==> src/rtl/mdu_iter.sv <==
// Iterative multiply/divide unit with HI/LO result registers.
// It uses one radix-2 step per cycle (shift-add or restoring divide), then a sign-fix cycle.
module mdu_iter #(
  parameter int unsigned WIDTH = 32
) (
  input  logic             clk,
  input  logic             rstn,
  input  logic             start,
  input  logic [1:0]       op,
  input  logic [WIDTH-1:0] a,
  input  logic [WIDTH-1:0] b,
  input  logic             flush,
  input  logic             hi_we,
  input  logic             lo_we,
  input  logic [WIDTH-1:0] wdata,
  output logic             busy,
  output logic             done,
  output logic [WIDTH-1:0] hi,
  output logic [WIDTH-1:0] lo
);

  localparam int unsigned CntW = $clog2(WIDTH);
  localparam logic [CntW-1:0] LastCnt = CntW'(WIDTH - 1);

  typedef enum logic [1:0] {StIdle, StCalc, StFix} state_e;

  state_e           state_q;
  logic             is_div_q;
  logic             sign_a_q;
  logic             sign_b_q;
  logic [CntW-1:0]  cnt_q;
  logic [WIDTH-1:0] ma_q;
  logic [WIDTH-1:0] mb_q;
  logic [WIDTH-1:0] upper_q;
  logic [WIDTH-1:0] lower_q;

  logic             a_neg;
  logic             b_neg;
  logic [WIDTH-1:0] abs_a;
  logic [WIDTH-1:0] abs_b;
  logic [WIDTH:0]   mul_sum;
  logic [WIDTH:0]   rem_sh;
  logic [WIDTH:0]   trial;
  logic [2*WIDTH-1:0] prod;
  logic [2*WIDTH-1:0] prod_fix;
  logic [WIDTH-1:0] quo_fix;
  logic [WIDTH-1:0] rem_fix;
  logic [WIDTH-1:0] dz_hi;

  assign busy = (state_q != StIdle);

  always_comb begin
    // op[0] clear selects the signed variants (MULT, DIV)
    a_neg    = ~op[0] & a[WIDTH-1];
    b_neg    = ~op[0] & b[WIDTH-1];
    abs_a    = a_neg ? -a : a;
    abs_b    = b_neg ? -b : b;
    mul_sum  = {1'b0, upper_q} + (lower_q[0] ? {1'b0, ma_q} : '0);
    rem_sh   = {upper_q, lower_q[WIDTH-1]};
    trial    = rem_sh - {1'b0, mb_q};
    prod     = {upper_q, lower_q};
    prod_fix = (sign_a_q ^ sign_b_q) ? -prod : prod;
    quo_fix  = (sign_a_q ^ sign_b_q) ? -lower_q : lower_q;
    rem_fix  = sign_a_q ? -upper_q : upper_q;
    // Divide by zero returns the original dividend in HI
    dz_hi    = sign_a_q ? -ma_q : ma_q;
  end

  always_ff @(posedge clk or negedge rstn) begin
    if (!rstn) begin
      state_q  <= StIdle;
      is_div_q <= 1'b0;
      sign_a_q <= 1'b0;
      sign_b_q <= 1'b0;
      cnt_q    <= '0;
      ma_q     <= '0;
      mb_q     <= '0;
      upper_q  <= '0;
      lower_q  <= '0;
      hi       <= '0;
      lo       <= '0;
      done     <= 1'b0;
    end else begin
      done <= 1'b0;
      if (flush) begin
        state_q <= StIdle;
      end else begin
        unique case (state_q)
          StIdle: begin
            if (hi_we) hi <= wdata;
            if (lo_we) lo <= wdata;
            if (start) begin
              is_div_q <= op[1];
              sign_a_q <= a_neg;
              sign_b_q <= b_neg;
              ma_q     <= abs_a;
              mb_q     <= abs_b;
              upper_q  <= '0;
              // Multiply shifts the multiplier out; divide shifts the dividend out
              lower_q  <= op[1] ? abs_a : abs_b;
              cnt_q    <= '0;
              state_q  <= StCalc;
            end
          end
          StCalc: begin
            if (is_div_q) begin
              upper_q <= trial[WIDTH] ? rem_sh[WIDTH-1:0] : trial[WIDTH-1:0];
              lower_q <= {lower_q[WIDTH-2:0], ~trial[WIDTH]};
            end else begin
              upper_q <= mul_sum[WIDTH:1];
              lower_q <= {mul_sum[0], lower_q[WIDTH-1:1]};
            end
            cnt_q <= cnt_q + 1'b1;
            if (cnt_q == LastCnt) state_q <= StFix;
          end
          StFix: begin
            if (!is_div_q) begin
              hi <= prod_fix[2*WIDTH-1:WIDTH];
              lo <= prod_fix[WIDTH-1:0];
            end else if (mb_q == '0) begin
              hi <= dz_hi;
              lo <= '1;
            end else begin
              hi <= rem_fix;
              lo <= quo_fix;
            end
            done    <= 1'b1;
            state_q <= StIdle;
          end
          default: state_q <= StIdle;
        endcase
      end
    end
  end

endmodule

==> config.mk <==
export PLATFORM = sky130hd
export DESIGN_NAME = mdu_iter
export DESIGN_NICKNAME = d
export VERILOG_FILES = /design/src/rtl/mdu_iter.sv
export SDC_FILE = /design/constraint.sdc
export NUM_CORES = 1
export LEC_CHECK = 0
export ABC_AREA = 1
export CAP_MARGIN = 20
export CORE_ASPECT_RATIO = 1.75
export CORE_UTILIZATION = 30
export CTS_BUF_LIST = sky130_fd_sc_hd__clkbuf_8 sky130_fd_sc_hd__clkbuf_16
export DETAILED_ROUTE_END_ITERATION = 10
export GPL_ROUTABILITY_DRIVEN = 0
export SYNTH_ARGS = -nofsm -noshare
export SYNTH_HDL_FRONTEND = slang
export SYNTH_SLANG_ARGS = --single-unit
==> constraint.sdc <==
create_clock -name clk -period 4 [get_ports clk]
set_input_delay 0.8 -clock clk [delete_from_list [all_inputs] [get_ports clk]]
set_output_delay 0.8 -clock clk [all_outputs]
set_load 0.01 [all_outputs]
## Word level (Yosys, flattened, before mapping)

Index checks and enable logic that the tools add are counted.
Widths: inputs -> output; s select.

| word-level totals | value |
|---|---|
| register bits | 203 |
| logic and storage cells | 76 |

| cells by class | value |
|---|---|
| $add $sub $neg | 9 |
| eq/ne operators | 8 |
| mux-type cells | 31 |
| bitwise logic cells | 6 |
| reduce and logical (&&, ||, !) cells | 10 |

Operators with widths:

| kind | number |
|---|---|
| $mux 32 | 18 |
| $pmux 32 s2 | 4 |
| $neg 32->32 | 5 |
| $mux 64 | 1 |
| $neg 64->64 | 1 |
| $add 32x32->33 | 1 |
| $sub 33x32->33 | 1 |
| $logic_not 32->1 | 1 |
| $reduce_and 3->1 | 4 |
| $pmux 5 s2 | 1 |
| $mux 2 | 3 |
| $ne 2x2->1 const B | 3 |
| $ne 3x3->1 const B | 2 |
| $reduce_bool 2->1 | 3 |
| $add 5x1->5 const B | 1 |
| $eq 5x5->1 const B | 1 |
| $mux 5 | 1 |
| $pmux 2 s2 | 1 |
| $not 1->1 | 3 |
| $and 1x1->1 | 2 |
| $eq 2x1->1 const B | 1 |
| $eq 2x2->1 const B | 1 |
| $logic_not 2->1 | 1 |
| $mux 1 | 2 |
| 2 further kinds | 2 |

## Logic depth before layout (Yosys ltp)

| logic depth | value |
|---|---|
| depth after elaboration | 6 |
| mapped depth | 20 |
| depth with buffers taken out | 19 |

## Worst setup path after synthesis

OpenSTA, ideal clock, no wires.

| timing path | value |
|---|---|
| path kind | register to register |
| start point | reg lower_q[0] |
| end point | reg upper_q[29] |
| library setup time | 0.116 ns |
| arrival | 2.425 ns |
| slack | 1.459 ns |
| cell stages (with the launch flop) | 20 |
| path buffers | 2 |
| clock period less this slack | 2.541 ns |
| path through | dfrtp_1 -> buf_2 -> clkbuf_1 -> nand2_1 -> inv_1 -> ha_1 -> inv_1 -> fa_1 -> o21ai_1 -> nand2_1 -> nand2_1 -> nand3_1 -> nand2_1 -> nand2_1 -> nand3_1 -> nand3_1 -> nand2_1 -> inv_1 -> nand2_1 -> nand2_1 |

| on the way | value |
|---|---|
| cells in the longest elaborated chain, start to end | 4 |

RTL lines:

| item | line | source |
|---|---|---|
| start, declared | 35 | `logic [WIDTH-1:0] lower_q;` |
| start signal, assigned | 100 | `lower_q <= op[1] ? abs_a : abs_b;` |
| start signal, assigned | 108 | `lower_q <= {lower_q[WIDTH-2:0], ~trial[WIDTH]};` |
| start signal, assigned | 111 | `lower_q <= {mul_sum[0], lower_q[WIDTH-1:1]};` |
| $mux 32 | 58 | `mul_sum = {1'b0, upper_q} + (lower_q[0] ? {1'b0, ma_q} : '0);` |
| $add 32x32->33 | 58 |  |
| $mux 32 | 106 | `if (is_div_q) begin` |
| $pmux 32 s2 | 88 | `unique case (state_q)` |
| end signal, assigned | 107 | `upper_q <= trial[WIDTH] ? rem_sh[WIDTH-1:0] : trial[WIDTH-1:0];` |
| end signal, assigned | 110 | `upper_q <= mul_sum[WIDTH:1];` |
| end, declared | 34 | `logic [WIDTH-1:0] upper_q;` |

Every way passes these cells.
A chain may end at the register's enable or synchronous reset.

## Worst setup path after layout

| timing path | value |
|---|---|
| start point | reg upper_q[0] |
| end point | reg hi[10] |

| on the way | value |
|---|---|
| cells in the longest elaborated chain, start to end | 5 |
| elaborated cells between the ends (all ways) | 7 |

RTL lines:

| item | line | source |
|---|---|---|
| $neg 32->32 | 64 | `rem_fix = sign_a_q ? -upper_q : upper_q;` |
| $mux 32 | 64 |  |
| $mux 32 | 120 | `end else if (mb_q == '0) begin` |
| $mux 32 * | 117 | `if (!is_div_q) begin` |
| $pmux 32 s2 * | 88 |  |
| end signal, assigned | 90 | `if (hi_we) hi <= wdata;` |
| end signal, assigned | 118 | `hi <= prod_fix[2*WIDTH-1:WIDTH];` |
| end signal, assigned | 121 | `hi <= dz_hi;` |
| end, declared | 18 | `output logic [WIDTH-1:0] hi,` |

Mark *: on every way between the ends. The rest lies on a longest branch, timed or not.

==> impl_results.rst <==
.. list-table::
   :header-rows: 1

   * - Metric
     - Value
   * - Remaining DRCs
     - 0
   * - Capturing instance or port of the critical path
     - hi[10]
   * - Hold violation total from the final report
     - 0
   * - Reg-to-reg endpoint
     - hi[10]
   * - FMAX
     - ~330 MHz
   * - Aggregate global routing overflow
     - 0
   * - Overall routed net length
     - 96.3 mm
   * - Part of the Yosys area used for sequential elements
     - 24.4%
   * - Count of yosys warnings during synthesis
     - 0
   * - Slowest CP cell
     - sky130_fd_sc_hd__o21ai_1
   * - Cell types occupying the most area after synthesis
     - sky130_fd_sc_hd__dfrtp_1 24%, sky130_fd_sc_hd__nand2_1 19%, sky130_fd_sc_hd__nand3_1 8.8%
   * - Initial antenna violation count
     - 3
   * - Endpoint type of the worst setup path
     - flop
   * - Type of the tightest min-delay check
     - in2async
   * - Reg2reg setup slack
     - 0.97 ns
   * - Status
     - finished, final reports clean
   * - Core utilization of the finished layout
     - a little over a third
   * - Initial DRC count
     - approximately 1900
   * - DRT Pass-1 Iters
     - 6
   * - Number of buffers inserted by hold repair at cts
     - 0
   * - TritonCTS clock tree
     - built
   * - Met2 layer usage reported by global route
     - between 40% and 50%
   * - Endpoints failing setup
     - 0
   * - Clock share of power
     - ~15%
   * - Fin area
     - 0.0242 mm2
   * - Layout net count
     - 3814
   * - Setup tns final
     - 0 ns
   * - Root cell of the clock tree
     - sky130_fd_sc_hd__clkbuf_16
   * - CTS resizes
     - 0
   * - Top-level I/O count
     - 170
   * - Combinational share of power
     - 60.5%
   * - Port buffer count
     - roughly 170
   * - Number of max-slew violations in the final report
     - 0
   * - Gate Count Post-Synth
     - 3520
   * - Final total power
     - 13.9 mW
   * - Async set or reset register ratio after synthesis
     - 100%
   * - Cell count of the worst reg-to-reg path
     - 11
   * - Total global routing track utilization
     - 26.5%
   * - Top cell type's share of synthesized area
     - 24.4%
   * - Top cell by count, worst path
     - sky130_fd_sc_hd__inv_1
   * - Mean instance size in the synthesized netlist
     - 5.91 um2
   * - Synthesized flop and latch total
     - 203
   * - Post-synthesis cell area
     - roughly 0.021 mm2
   * - Power density over the cells
     - about 570 mW/mm2
   * - Post-placement cell area
     - 0.0235 mm2
   * - Average via count per standard cell
     - 5.29
   * - Count of flip-flops with a built-in enable after synthesis
     - 0
   * - Clock-pin slew reported for the worst setup and hold paths after clock tree synthesis
     - around 0.07 ns
   * - Number of clock sinks
     - 203
   * - Diode count
     - 0
   * - Slowest cell delay on critical path
     - ~0.56 ns
   * - Leakage power of the design
     - 11.7 nW
   * - Maximum number of pins on one net before global-route repair
     - 104
   * - Required time of the worst setup path
     - between 4 and 5 ns
   * - Post-synthesis to final-layout area growth
     - 16.4%
   * - Core region area
     - just under 0.07 mm2
   * - Synthesized netlist net count
     - 3697
   * - Met1 track demand over resource in global routing
     - 27.2%
   * - Die boundary height
     - around 350 um
   * - DP HPWL
     - 77.1 mm
   * - Final critical delay including setup and external delays
     - 3.03 ns
   * - Distinct cell type count of the synthesized netlist
     - 53
   * - Fraction of layout cells with a size suffix above 1
     - under 10%
   * - Via Count
     - 24111
   * - Highest ir drop seen on vdd
     - 0.302 mV
   * - Global-route wire length before repair
     - 141 mm
   * - Slew margin rel.
     - 34.0%
   * - Routing layer with the top usage in global route
     - met2
   * - Cell taking the most area after synthesis
     - sky130_fd_sc_hd__dfrtp_1
   * - Setup skew after layout
     - between 0.015 and 0.02 ns
   * - Clock latency of the later-clocked register in the worst-skew pair
     - 0.56 ns
   * - Fill count
     - between 7000 and 8000
   * - Kind of launch point of the worst setup path
     - flop
   * - Die X
     - 201 um
   * - Maximum count of clock buffers along a single path
     - 3
   * - Crit path from
     - upper_q[0]
   * - Maximum fanout encountered on the critical timing path
     - 9
   * - Reg-to-Reg Start
     - upper_q[0]
   * - Number of global-route vias before repair
     - 23079
   * - Setup repair after global routing missed its margin
     - false
   * - Internal power
     - 6.46 mW
   * - Cell Chain, Critical Path
     - inv_1, ha_1, inv_1, nor2_1, inv_1, o21ai_1, a21oi_1, o21ai_0, nand3_1, nand3_1, a21oi_1
   * - Antenna violation net count after detailed routing
     - 0
   * - Max-cap violation count
     - 0
   * - Total Die Area
     - a little over 0.07 mm2
   * - Initial Util
     - between 30% and 40%
   * - Worst EP arrival
     - about 3.5 ns
   * - Wire per inst
     - approximately 21 um
   * - Critical path type
     - reg2reg
   * - Most used flip-flop cell after synthesis
     - sky130_fd_sc_hd__dfrtp_1
   * - Share of the cycle needed by the critical path after routing
     - 75.8%
   * - Post-Route Hold Slack
     - about 0.34 ns
   * - Actual transition at the worst max-transition pin
     - 0.990 ns
   * - Part of the power in registers
     - 24.3%
   * - Reported net switching power
     - 7.41 mW
   * - Setup Buffers After CTS
     - 0
   * - Net switching fraction of the power
     - roughly 53%
   * - Number of levels the H-tree was split into
     - 1
   * - Inserted Clock Buffers
     - 21
   * - FP Rows
     - approximately 130
   * - GR met3 Demand/Resource
     - 2.72%
-- synthesized netlist by cell type (all sizes together), types with 4 or more instances --
cell type  instances
or2               10
a21oi            224
dfrtp            203
ha                71
nand2           1050
nor3              43
xor2              85
o22ai              4
xnor2             21
o211ai            19
inv              423
clkbuf            70
o21a               7
nand3            371
clkinv             4
nand3b            13
a2bb2oi           25
nor2             448
a21o               6
buf               59
o21bai             9
nand4             58
a31oi             43
o21ai            233
-- state kept, by name, indices dropped and copies added, names as in the netlist --
register / flops
sign_a_q: 1
ma_q: 32
hi: 32
mb_q: 32
state_q: 2
lo: 32
done: 1
sign_b_q: 1
lower_q: 32
cnt_q: 5
upper_q: 32
is_div_q: 1
-- power groups by stage --
stage / registers (mW) / clock network (mW) / logic [mW]
6_report: 3.36 / 2.11 / 8.39
3_5_place_dp: 3.36 / 0 / 8.18
3_3_place_gp: 3.36 / 0 / 8.15
2_1_floorplan: 3.11 / 0 / 5.63
5_1_grt: 3.41 / 2.20 / 9.26
4_1_cts: 3.32 / 2.15 / 8.21
-- stage by stage --
stage	cells	worst slack (ns)
after floorplan	3520	1.46
after global placement	4517	0.803
after detailed placement	4517	0.815
after CTS	4555	1.09
after global routing	4555	0.797
final	4555	0.967
-- routing by layer --
layer	wire (um)	share of wire, %
met1	33700	35
met3	5090	5.3
met5	28	0.029
met2	48400	50
met4	9050	9.4
-- cell type report --
| type | instances | area (um2) | area share [%] |
|---|---|---|---|
| tap | 903 | 1130 | 4.66 |
| clock buffer | 24 | 567 | 2.34 |
| sequential | 203 | 5080 | 21.0 |
| inverter | 427 | 1600 | 6.62 |
| timing repair buffer | 223 | 2140 | 8.82 |
| multi-input combinational | 2761 | 13600 | 56.0 |
| clock inverter | 14 | 129 | 0.532 |
-- worst min-delay path by stage --
stage / to / slack, ns / cells past startpoint
after floorplan: mb_q[18] / 0.45 / 2
after global placement: lo[25] / 0.47 / 2
after detailed placement: lo[25] / 0.47 / 2
after CTS: cnt_q[1] / 0.35 / 1
after global routing: lower_q[4] / 0.39 / 1
final: lower_q[4] / 0.34 / 1
-- placed cells by master (no fill, tap or decap), types with 8 or more instances in the layout --
cell type                            n
sky130_fd_sc_hd__nor2_1            422
sky130_fd_sc_hd__o21ai_0           211
sky130_fd_sc_hd__or2_2               8
sky130_fd_sc_hd__inv_2              10
sky130_fd_sc_hd__buf_4              51
sky130_fd_sc_hd__nand3b_1           13
sky130_fd_sc_hd__nor3_1             40
sky130_fd_sc_hd__clkdlybuf4s50_1   168
sky130_fd_sc_hd__nor2_2             18
sky130_fd_sc_hd__o21ai_1            18
sky130_fd_sc_hd__ha_1               71
sky130_fd_sc_hd__clkbuf_16          21
sky130_fd_sc_hd__a31oi_1            43
sky130_fd_sc_hd__nand2_2            14
sky130_fd_sc_hd__nand3_1           367
sky130_fd_sc_hd__xor2_1             85
sky130_fd_sc_hd__nor2_4              8
sky130_fd_sc_hd__a21oi_1           221
sky130_fd_sc_hd__nand2_1          1034
sky130_fd_sc_hd__inv_1             417
sky130_fd_sc_hd__o211ai_1           19
sky130_fd_sc_hd__a2bb2oi_1          25
sky130_fd_sc_hd__xnor2_1            20
sky130_fd_sc_hd__nand4_1            58
sky130_fd_sc_hd__dfrtp_1           201
-- cells by family (layout without fill, tap and decap cells) --
| kind of cell | count (synthesis) | count (layout) | synth area share (%) |
|---|---|---|---|
| fa+ha+maj | 73 | 73 | 4.46 |
| compound gates | 584 | 584 | 15.6 |
| simple gates | 1998 | 1998 | 40.5 |
| xor+xnor | 106 | 106 | 4.55 |
| buf+inv | 556 | 688 | 10.5 |
| flops | 203 | 203 | 24.4 |
-- worst max-delay path, delay by kind of cell, from the launching register on --
kind                     cells  cell delay [ns]
AO/OA/AOI/OAI                4             0.91
buffers and inverters        3             0.47
adder cells (fa/ha/maj)      1             0.30
flip-flops                   1             0.52
AND/OR/NAND/NOR              3             0.71
(Power assumes the default switching activity.)
